### src/rtl/scan_chain_responder.sv
// ----------------------------------------------------------------------------
// scan_chain_responder
//
// DUT-side end of a parallel scan interface. Holds NUM_CHAINS shift chains of
// CHAIN_LEN flops each, shifts serial stimulus in on scan_in, presents each
// chain's last flop on scan_out, performs single-cycle parallel capture from
// core logic and compacts the unloaded response into a MISR signature.
//
// Ports:
//   clock         single clock for all state
//   reset         asynchronous, active-low reset
//   scan_en       shift one bit per chain per cycle
//   capture_en    parallel capture request (rising-edge qualified)
//   capture_data  core response, chain c bit k = capture_data[c*CHAIN_LEN+k]
//   scan_in       serial input, bit c feeds chain c
//   misr_clear    synchronous clear of the signature
//   scan_out      bit c = chain c flop [CHAIN_LEN-1]
//   chain_q       parallel chain contents, same packing as capture_data
//   shift_count   shifts since SHIFT entry, modulo CHAIN_LEN
//   load_done     one-cycle pulse after each complete CHAIN_LEN-shift load
//   misr_sig      current signature
//   state         IDLE=0, SHIFT=1, CAPTURE=2
//   conflict_err  sticky flag: scan_en and capture_en seen together
// ----------------------------------------------------------------------------
module scan_chain_responder #(
  parameter int                NUM_CHAINS = 4,
  parameter int                CHAIN_LEN  = 32,
  parameter int                CNT_W      = 6,
  parameter int                MISR_W     = 16,
  parameter logic [MISR_W-1:0] MISR_POLY  = 16'h1021
) (
  input  logic                            clock,
  input  logic                            reset,
  input  logic                            scan_en,
  input  logic                            capture_en,
  input  logic [NUM_CHAINS*CHAIN_LEN-1:0] capture_data,
  input  logic [NUM_CHAINS-1:0]           scan_in,
  input  logic                            misr_clear,
  output logic [NUM_CHAINS-1:0]           scan_out,
  output logic [NUM_CHAINS*CHAIN_LEN-1:0] chain_q,
  output logic [CNT_W-1:0]                shift_count,
  output logic                            load_done,
  output logic [MISR_W-1:0]               misr_sig,
  output logic [1:0]                      state,
  output logic                            conflict_err
);

  typedef enum logic [1:0] {
    IDLE    = 2'd0,
    SHIFT   = 2'd1,
    CAPTURE = 2'd2
  } state_e;

  localparam logic [CNT_W-1:0] LAST_CNT = CNT_W'(CHAIN_LEN - 1);

  // One MISR step: shift, polynomial feedback from the MSB, fold in the data.
  function automatic logic [MISR_W-1:0] misr_step(
    input logic [MISR_W-1:0]     sig,
    input logic [NUM_CHAINS-1:0] din
  );
    logic [MISR_W-1:0] fb;
    fb = sig[MISR_W-1] ? MISR_POLY : {MISR_W{1'b0}};
    return {sig[MISR_W-2:0], 1'b0} ^ fb ^ MISR_W'(din);
  endfunction

  state_e                            state_q, state_d;
  logic [NUM_CHAINS*CHAIN_LEN-1:0]   chains_q, chains_d;
  logic [CNT_W-1:0]                  cnt_q, cnt_d;
  logic                              load_done_q, load_done_d;
  logic [MISR_W-1:0]                 misr_q, misr_d;
  logic                              conflict_q, conflict_d;
  logic                              cap_prev_q, cap_prev_d;

  logic                              shift_s;
  logic                              capture_s;
  logic                              entry_s;
  logic                              cap_rise_s;
  logic [NUM_CHAINS-1:0]             msb_s;

  // A held capture_en only counts once: capture needs a low-to-high edge.
  assign cap_rise_s = capture_en & ~cap_prev_q;

  // Gather the MSB of every chain; these are the serial outputs.
  always_comb begin
    msb_s = {NUM_CHAINS{1'b0}};
    for (int c = 0; c < NUM_CHAINS; c++) begin
      msb_s[c] = chains_q[c*CHAIN_LEN + CHAIN_LEN - 1];
    end
  end

  // Next-state logic; scan_en always wins over capture_en.
  always_comb begin
    state_d   = state_q;
    shift_s   = 1'b0;
    capture_s = 1'b0;
    entry_s   = 1'b0;
    case (state_q)
      IDLE: begin
        if (scan_en) begin
          state_d = SHIFT;
          shift_s = 1'b1;
          entry_s = 1'b1;
        end else if (cap_rise_s) begin
          state_d   = CAPTURE;
          capture_s = 1'b1;
        end else begin
          state_d = IDLE;
        end
      end
      SHIFT: begin
        if (scan_en) begin
          state_d = SHIFT;
          shift_s = 1'b1;
        end else if (cap_rise_s) begin
          state_d   = CAPTURE;
          capture_s = 1'b1;
        end else begin
          state_d = IDLE;
        end
      end
      CAPTURE: begin
        if (scan_en) begin
          state_d = SHIFT;
          shift_s = 1'b1;
          entry_s = 1'b1;
        end else begin
          state_d = IDLE;
        end
      end
      default: begin
        state_d = IDLE;
      end
    endcase
  end

  // Datapath: chains, shift counter, load pulse, signature, sticky error.
  always_comb begin
    chains_d    = chains_q;
    cnt_d       = cnt_q;
    load_done_d = 1'b0;
    misr_d      = misr_q;
    conflict_d  = conflict_q | (scan_en & capture_en);
    cap_prev_d  = capture_en;

    if (shift_s) begin
      for (int c = 0; c < NUM_CHAINS; c++) begin
        chains_d[c*CHAIN_LEN +: CHAIN_LEN] =
          {chains_q[c*CHAIN_LEN +: CHAIN_LEN-1], scan_in[c]};
      end
      // The counter restarts at 1 on every SHIFT entry; CHAIN_LEN >= 2 so
      // that first shift can never complete a load.
      if (entry_s) begin
        cnt_d = CNT_W'(1);
      end else if (cnt_q == LAST_CNT) begin
        cnt_d       = {CNT_W{1'b0}};
        load_done_d = 1'b1;
      end else begin
        cnt_d = cnt_q + CNT_W'(1);
      end
    end else if (capture_s) begin
      chains_d = capture_data;
    end else begin
      chains_d = chains_q;
    end

    // The signature absorbs the values on scan_out before the shift edge.
    if (misr_clear) begin
      misr_d = {MISR_W{1'b0}};
    end else if (shift_s) begin
      misr_d = misr_step(misr_q, msb_s);
    end else begin
      misr_d = misr_q;
    end
  end

  // State and datapath registers, asynchronously cleared.
  always_ff @(posedge clock or negedge reset) begin
    if (!reset) begin
      state_q     <= IDLE;
      chains_q    <= {(NUM_CHAINS*CHAIN_LEN){1'b0}};
      cnt_q       <= {CNT_W{1'b0}};
      load_done_q <= 1'b0;
      misr_q      <= {MISR_W{1'b0}};
      conflict_q  <= 1'b0;
      cap_prev_q  <= 1'b0;
    end else begin
      state_q     <= state_d;
      chains_q    <= chains_d;
      cnt_q       <= cnt_d;
      load_done_q <= load_done_d;
      misr_q      <= misr_d;
      conflict_q  <= conflict_d;
      cap_prev_q  <= cap_prev_d;
    end
  end

  assign scan_out     = msb_s;
  assign chain_q      = chains_q;
  assign shift_count  = cnt_q;
  assign load_done    = load_done_q;
  assign misr_sig     = misr_q;
  assign state        = state_q;
  assign conflict_err = conflict_q;

endmodule

### config.mk
export PLATFORM = sky130hd
export DESIGN_NAME = scan_chain_responder
export DESIGN_NICKNAME = d
export VERILOG_FILES = /design/src/rtl/scan_chain_responder.sv
export SDC_FILE = /design/constraint.sdc
export NUM_CORES = 1
export LEC_CHECK = 0
export CAP_MARGIN = 20
export CORE_ASPECT_RATIO = 0.6
export CORE_MARGIN = 4
export CORE_UTILIZATION = 42
export DETAILED_ROUTE_END_ITERATION = 12
export GPL_TIMING_DRIVEN = 0
export HOLD_SLACK_MARGIN = 0.03
export PLACE_DENSITY = 0.8
export SETUP_SLACK_MARGIN = 0.15
export SYNTH_ARGS = -nofsm -noshare
export SYNTH_HDL_FRONTEND = slang
export SYNTH_SLANG_ARGS = --single-unit
### constraint.sdc
create_clock -name clock -period 2.2 [get_ports clock]
set_input_delay 0.22 -clock clock [delete_from_list [all_inputs] [get_ports clock]]
set_output_delay 0.22 -clock clock [all_outputs]
set_load 0.1 [all_outputs]
# == Yosys cells after proc, flatten, opt, wreduce, memory -nomap -nowiden ==
# Index checks and enable logic that the tools add are counted.
# word_totals
register_bits,155
inputBits,137
out_inout_bits,158
word_cells,43
# classes
n_addsub,1
n_eq_ne,3
n_mux,20
bitwise,6
reduce_logical,6
# ops
operator,count
$mux 128,2
$mux 16,2
$xor 16x13->16,1
$xor 16x4->16,1
$mux 13,1
$mux 6,2
$mux 1,10
$add 6x1->6 const B,1
$eq 6x5->1 const B,1
$mux 2,2
$pmux 2 s2,1
$reduce_bool 2->1,2
$reduce_or 2->1,2
$reduce_or 3->1,1
$and 1x1->1,2
$eq 2x1->1 const B,1
$eq 2x2->1 const B,1
$logic_not 2->1,1
$not 1->1,1
$or 1x1->1,1

# == Longest topological paths before layout ==
# logic_depth
word_depth,7
mapped_depth,7
ltp_nobuf,4

# == Worst setup path after synthesis ==
# OpenSTA, ideal clock, no wires.
# synth_timing
path_type,register to register
start,register state_q[1] (netlist: state[1])
end,register chains_q[19] (netlist: chain_q[19])
t_arrival_ns,1.921
slack_ns,0.144
path_stages_with_launch,8
path_buffers,3
period_less_slack_ns,2.056
path_cell_list,dfrtp_1 -> a21bo_1 -> buf_2 -> inv_2 -> buf_2 -> buf_2 -> a22oi_1 -> o21ai_0
# synth_via
elab_chain_cells,4
# synth_lines
element,line,text
"start, declared",66,"state_e state_q, state_d;"
"start signal, assigned",187,state_q <= state_d;
"$eq 2x2->1, or another cell as far along",97,case (state_q)
$reduce_or 3->1 (no source line) or $reduce_or 2->1 (tied branches),-,
$mux 1,-,
$mux 128 or $reduce_bool 2->1 (tied branches),-,
"end signal, assigned",180,chains_q <= {(NUM_CHAINS*CHAIN_LEN){1'b0}};
"end signal, assigned",188,chains_q <= chains_d;
"end, declared",67,"logic [NUM_CHAINS*CHAIN_LEN-1:0] chains_q, chains_d;"
# Parallel ways exist; a longest one is shown, timed or not.
# A chain may end at the register's enable or synchronous reset.

# == Worst setup path after layout ==
# layout_timing
start,register chains_q[63] (netlist: chain_q[63])
end,output chain_q[63]
# layout_lines
element,line,text
"end, declared",40,"output logic [NUM_CHAINS*CHAIN_LEN-1:0] chain_q,"
# No word-level cell between the ends.

==> impl_metrics.tcl <==
set metrics [dict create \
    yosys-top-cells-area "dfrtp_1, a22oi_1, o21ai_0" \
    num_rows 35 \
    synth_top_family_by_area "compound AO/OA/AOI/OAI gates" \
    cts.sinks 155 \
    hold_class "input pin to register" \
    hold_viol_final 0 \
    maxSlewHeadroom_pct 31.1 \
    p_per_area_mw_per_mm2 1210 \
    fmax_mhz 502 \
    worst_ep_required_time_ns 1.98 \
    layout.nets 1126 \
    start_util_pct 43.3 \
    p_leak_uw 0.00496 \
    dieArea_sq_mm 0.0181 \
    worst_pin_slew_ns 1.04 \
    area_delta_synth_final_pct 54.3 \
    clock_path_buffers 2 \
    routed_wl_um 22400 \
    synth_seq_cells 155 \
    register_area_sq_mm 0.00388 \
    grt_usage_pct 24.1 \
    cpPeakStageDelay_ns 0.90 \
    ir_worst_vdd_mv 0.893 \
    ant_nets 0 \
    synth_xor_area_share_pct 0.914 \
    clk_latency_ns 0.41 \
    rsz0062_at_grt "no" \
    yosysTopAreaCell "dfrtp_1" \
    die_w_um 171 \
    hpwl_um 16600 \
    drv_slew 0 \
    grt_pass1_vias 6183 \
    grt_max_degree 87 \
    crit_chain "dlygate4sd2_1" \
    cap_viol_max_count 0 \
    synthMuxAreaShare_pct 1.49 \
    cts_tree "done" \
    post-route-period-util_pct 90.6 \
    setup.worst_path.class "register to output port" \
    ctsRootBufferMaster "clkbuf_16" \
    dr.pass1.iters 8 \
    avgSynthCellArea_sq_um 9.95 \
    synth_top_area_share_pct 57.8 \
    multi_input_area_sq_mm 0.00213 \
    netlist_area_sq_mm 0.00671 \
    place_congestion 0.895 \
    numCtsBuffers 17 \
    htree_levels 4 \
    vias_per_cell 5.26 \
    first_iter_violations 539 \
    num-fill-cells 1316 \
    clkTransAtPathRegs_ns 0.07 \
    path_buf_inv 1 \
    crit_fanout 4 \
    setup_tns_ns 0 \
    cp_slowest_cell "dlygate4sd2_1" \
    final_layout_size_suffix_gt1_share_pct 7.19 \
    fp.dieH_um 106 \
    synth_compound_area_share_pct 25.4 \
    yosys.area_share.simple_pct 3.54 \
    antenna_found_initial 1 \
    synthAdderAreaFrac_pct 0.187 \
    finalInstanceArea_sq_mm 0.0103 \
    post-route-util_pct 66.7 \
    fin_crit_ns 1.99 \
    path_delay_family "buffers and inverters" \
    ys_types 32 \
    core-area_sq_mm 0.0155 \
    drc 0 \
    port_buffers 293 \
    synth_fp_nets 812 \
    setup_viol 0 \
    ios 295 \
    worst_ep_arrival_time_ns 1.77 \
    ys_warn_count 0 \
    synth-seq-area-share_pct 57.8 \
    grt_first_pass_wirelength_um 34600 \
    end_kind "output port" \
    grt_overflow 0 \
    num_vias 6336 \
    status "finished clean" \
    skew_ns 0.0143 \
    wire_per_inst_um 18.6 \
    syn_inst 674 \
    place_area_sq_mm 0.00992 \
    cp-start-kind "register" \
]
-- cell type report --
type | instances | area share, %
flip-flops and latches | 155 | 37.5
diodes | 1 | 0.0242
plain buffers | 52 | 2.48
repair buffers | 295 | 26.9
clock buffers | 20 | 4.41
multi-input cells | 345 | 20.6
clock inverters | 12 | 1.27
well taps | 203 | 2.45
inverters | 122 | 4.43
-- stage by stage --
stage / hold WS, ns / total power [uW] / std cells / worst slack (ns)
after floorplan: -0.0756 / 8270 / 674 / 0.166
after global placement: 0.437 / 9950 / 1170 / -6.05
after detailed placement: 0.273 / 10000 / 1171 / -0.372
after CTS: 0.169 / 12600 / 1204 / 0.0632
after global routing: 0.203 / 13000 / 1205 / 0.159
final: 0.203 / 12500 / 1205 / 0.206
-- cell usage after synthesis, drive strengths merged --
library cell  number
dfrtp            155
o21ai            130
inv              122
a22oi            119
buf               34
nand2             31
clkbuf            18
a21oi             14
mux2i             10
nor2               7
a211oi             6
xnor2              6
nand2b             3
nand3              2
nor2b              2
o31ai              2
or3                2
a21bo              1
a21o               1
and3               1
ha                 1
nand3b             1
nor3               1
nor4b              1
o22ai              1
o41ai              1
or4                1
xor2               1
-- power breakdown --
group / switching [uW] / internal (uW) / total [uW]
Combinational: 4710 / 1060 / 5770
Clock: 1260 / 1660 / 2920
Sequential: 458 / 3350 / 3810
-- path summary, 6_finish.rpt --
path                         startpoint  slack (ns)  cells past startpoint           end
max                         chain_q[63]        0.21                      1   chain_q[63]
min                          misr_clear        0.20                      2   misr_sig[5]
max reg2reg                    state[1]        0.27                      6   chain_q[79]
min reg2reg                conflict_err        0.49                      1  conflict_err
max in group asynchronous         reset        0.99                      3      state[1]
min in group asynchronous         reset        0.35                      2  chain_q[104]
-- cells in the final DEF, fill, tap and decap left out, types with 2 or more instances in the layout --
master,synthesis,final
clkinv_4,0,2
clkdlybuf4s50_1,0,133
clkdlybuf4s15_2,0,2
o31ai_1,2,2
dfrtp_1,155,154
xnor2_1,6,6
nor2b_1,2,2
or3_1,2,2
buf_1,2,2
clkbuf_16,0,17
buf_4,7,7
a211oi_1,6,6
a21oi_1,14,14
inv_1,121,121
o21ai_0,128,128
a22oi_1,119,119
o21ai_1,2,2
nand3_1,2,2
clkbuf_1,18,18
clkdlybuf4s15_1,0,3
clkbuf_2,0,2
dlygate4sd2_1,0,152
inv_8,0,4
clkbuf_8,0,2
nand2b_1,3,3
nand2_1,31,31
buf_2,25,24
mux2i_1,10,10
nor2_1,7,7
clkinvlp_4,0,4
-- layer usage --
layer	track usage [%]	share of wire [%]	vias up
met5	0	0	-
met4	6.50	1.3	0
met3	6.69	8.9	20
met2	37.4	46	274
met1	33.6	44	3100
li1	-	-	2942
-- logic make-up (layout without fill, tap and decap cells) --
| family | Yosys count | after routing |
|---|---|---|
| compound gates | 275 | 275 |
| xor+xnor | 7 | 7 |
| fa+ha+maj | 1 | 1 |
| buf+inv | 174 | 501 |
| flops | 155 | 155 |
| mux | 10 | 10 |
| other cells | 0 | 1 |
| simple gates | 52 | 52 |
-- flip-flops by register name (all words and copies together) (netlist names) --
| name | flops |
|---|---|
| cap_prev_q | 1 |
| chain_q | 128 |
| conflict_err | 1 |
| load_done | 1 |
| misr_sig | 16 |
| shift_count | 6 |
| state | 2 |
-- timing repair --
| item | 4_1_cts | 5_1_grt |
|---|---|---|
| hold buffers | 1 | 0 |
| resized for setup | 163 | 8 |
| setup buffers | 0 | 0 |
| hold endpoints to repair | 69 | 0 |
| setup endpoints to repair | 256 | 62 |
Power figures use the tool's default switching activity.
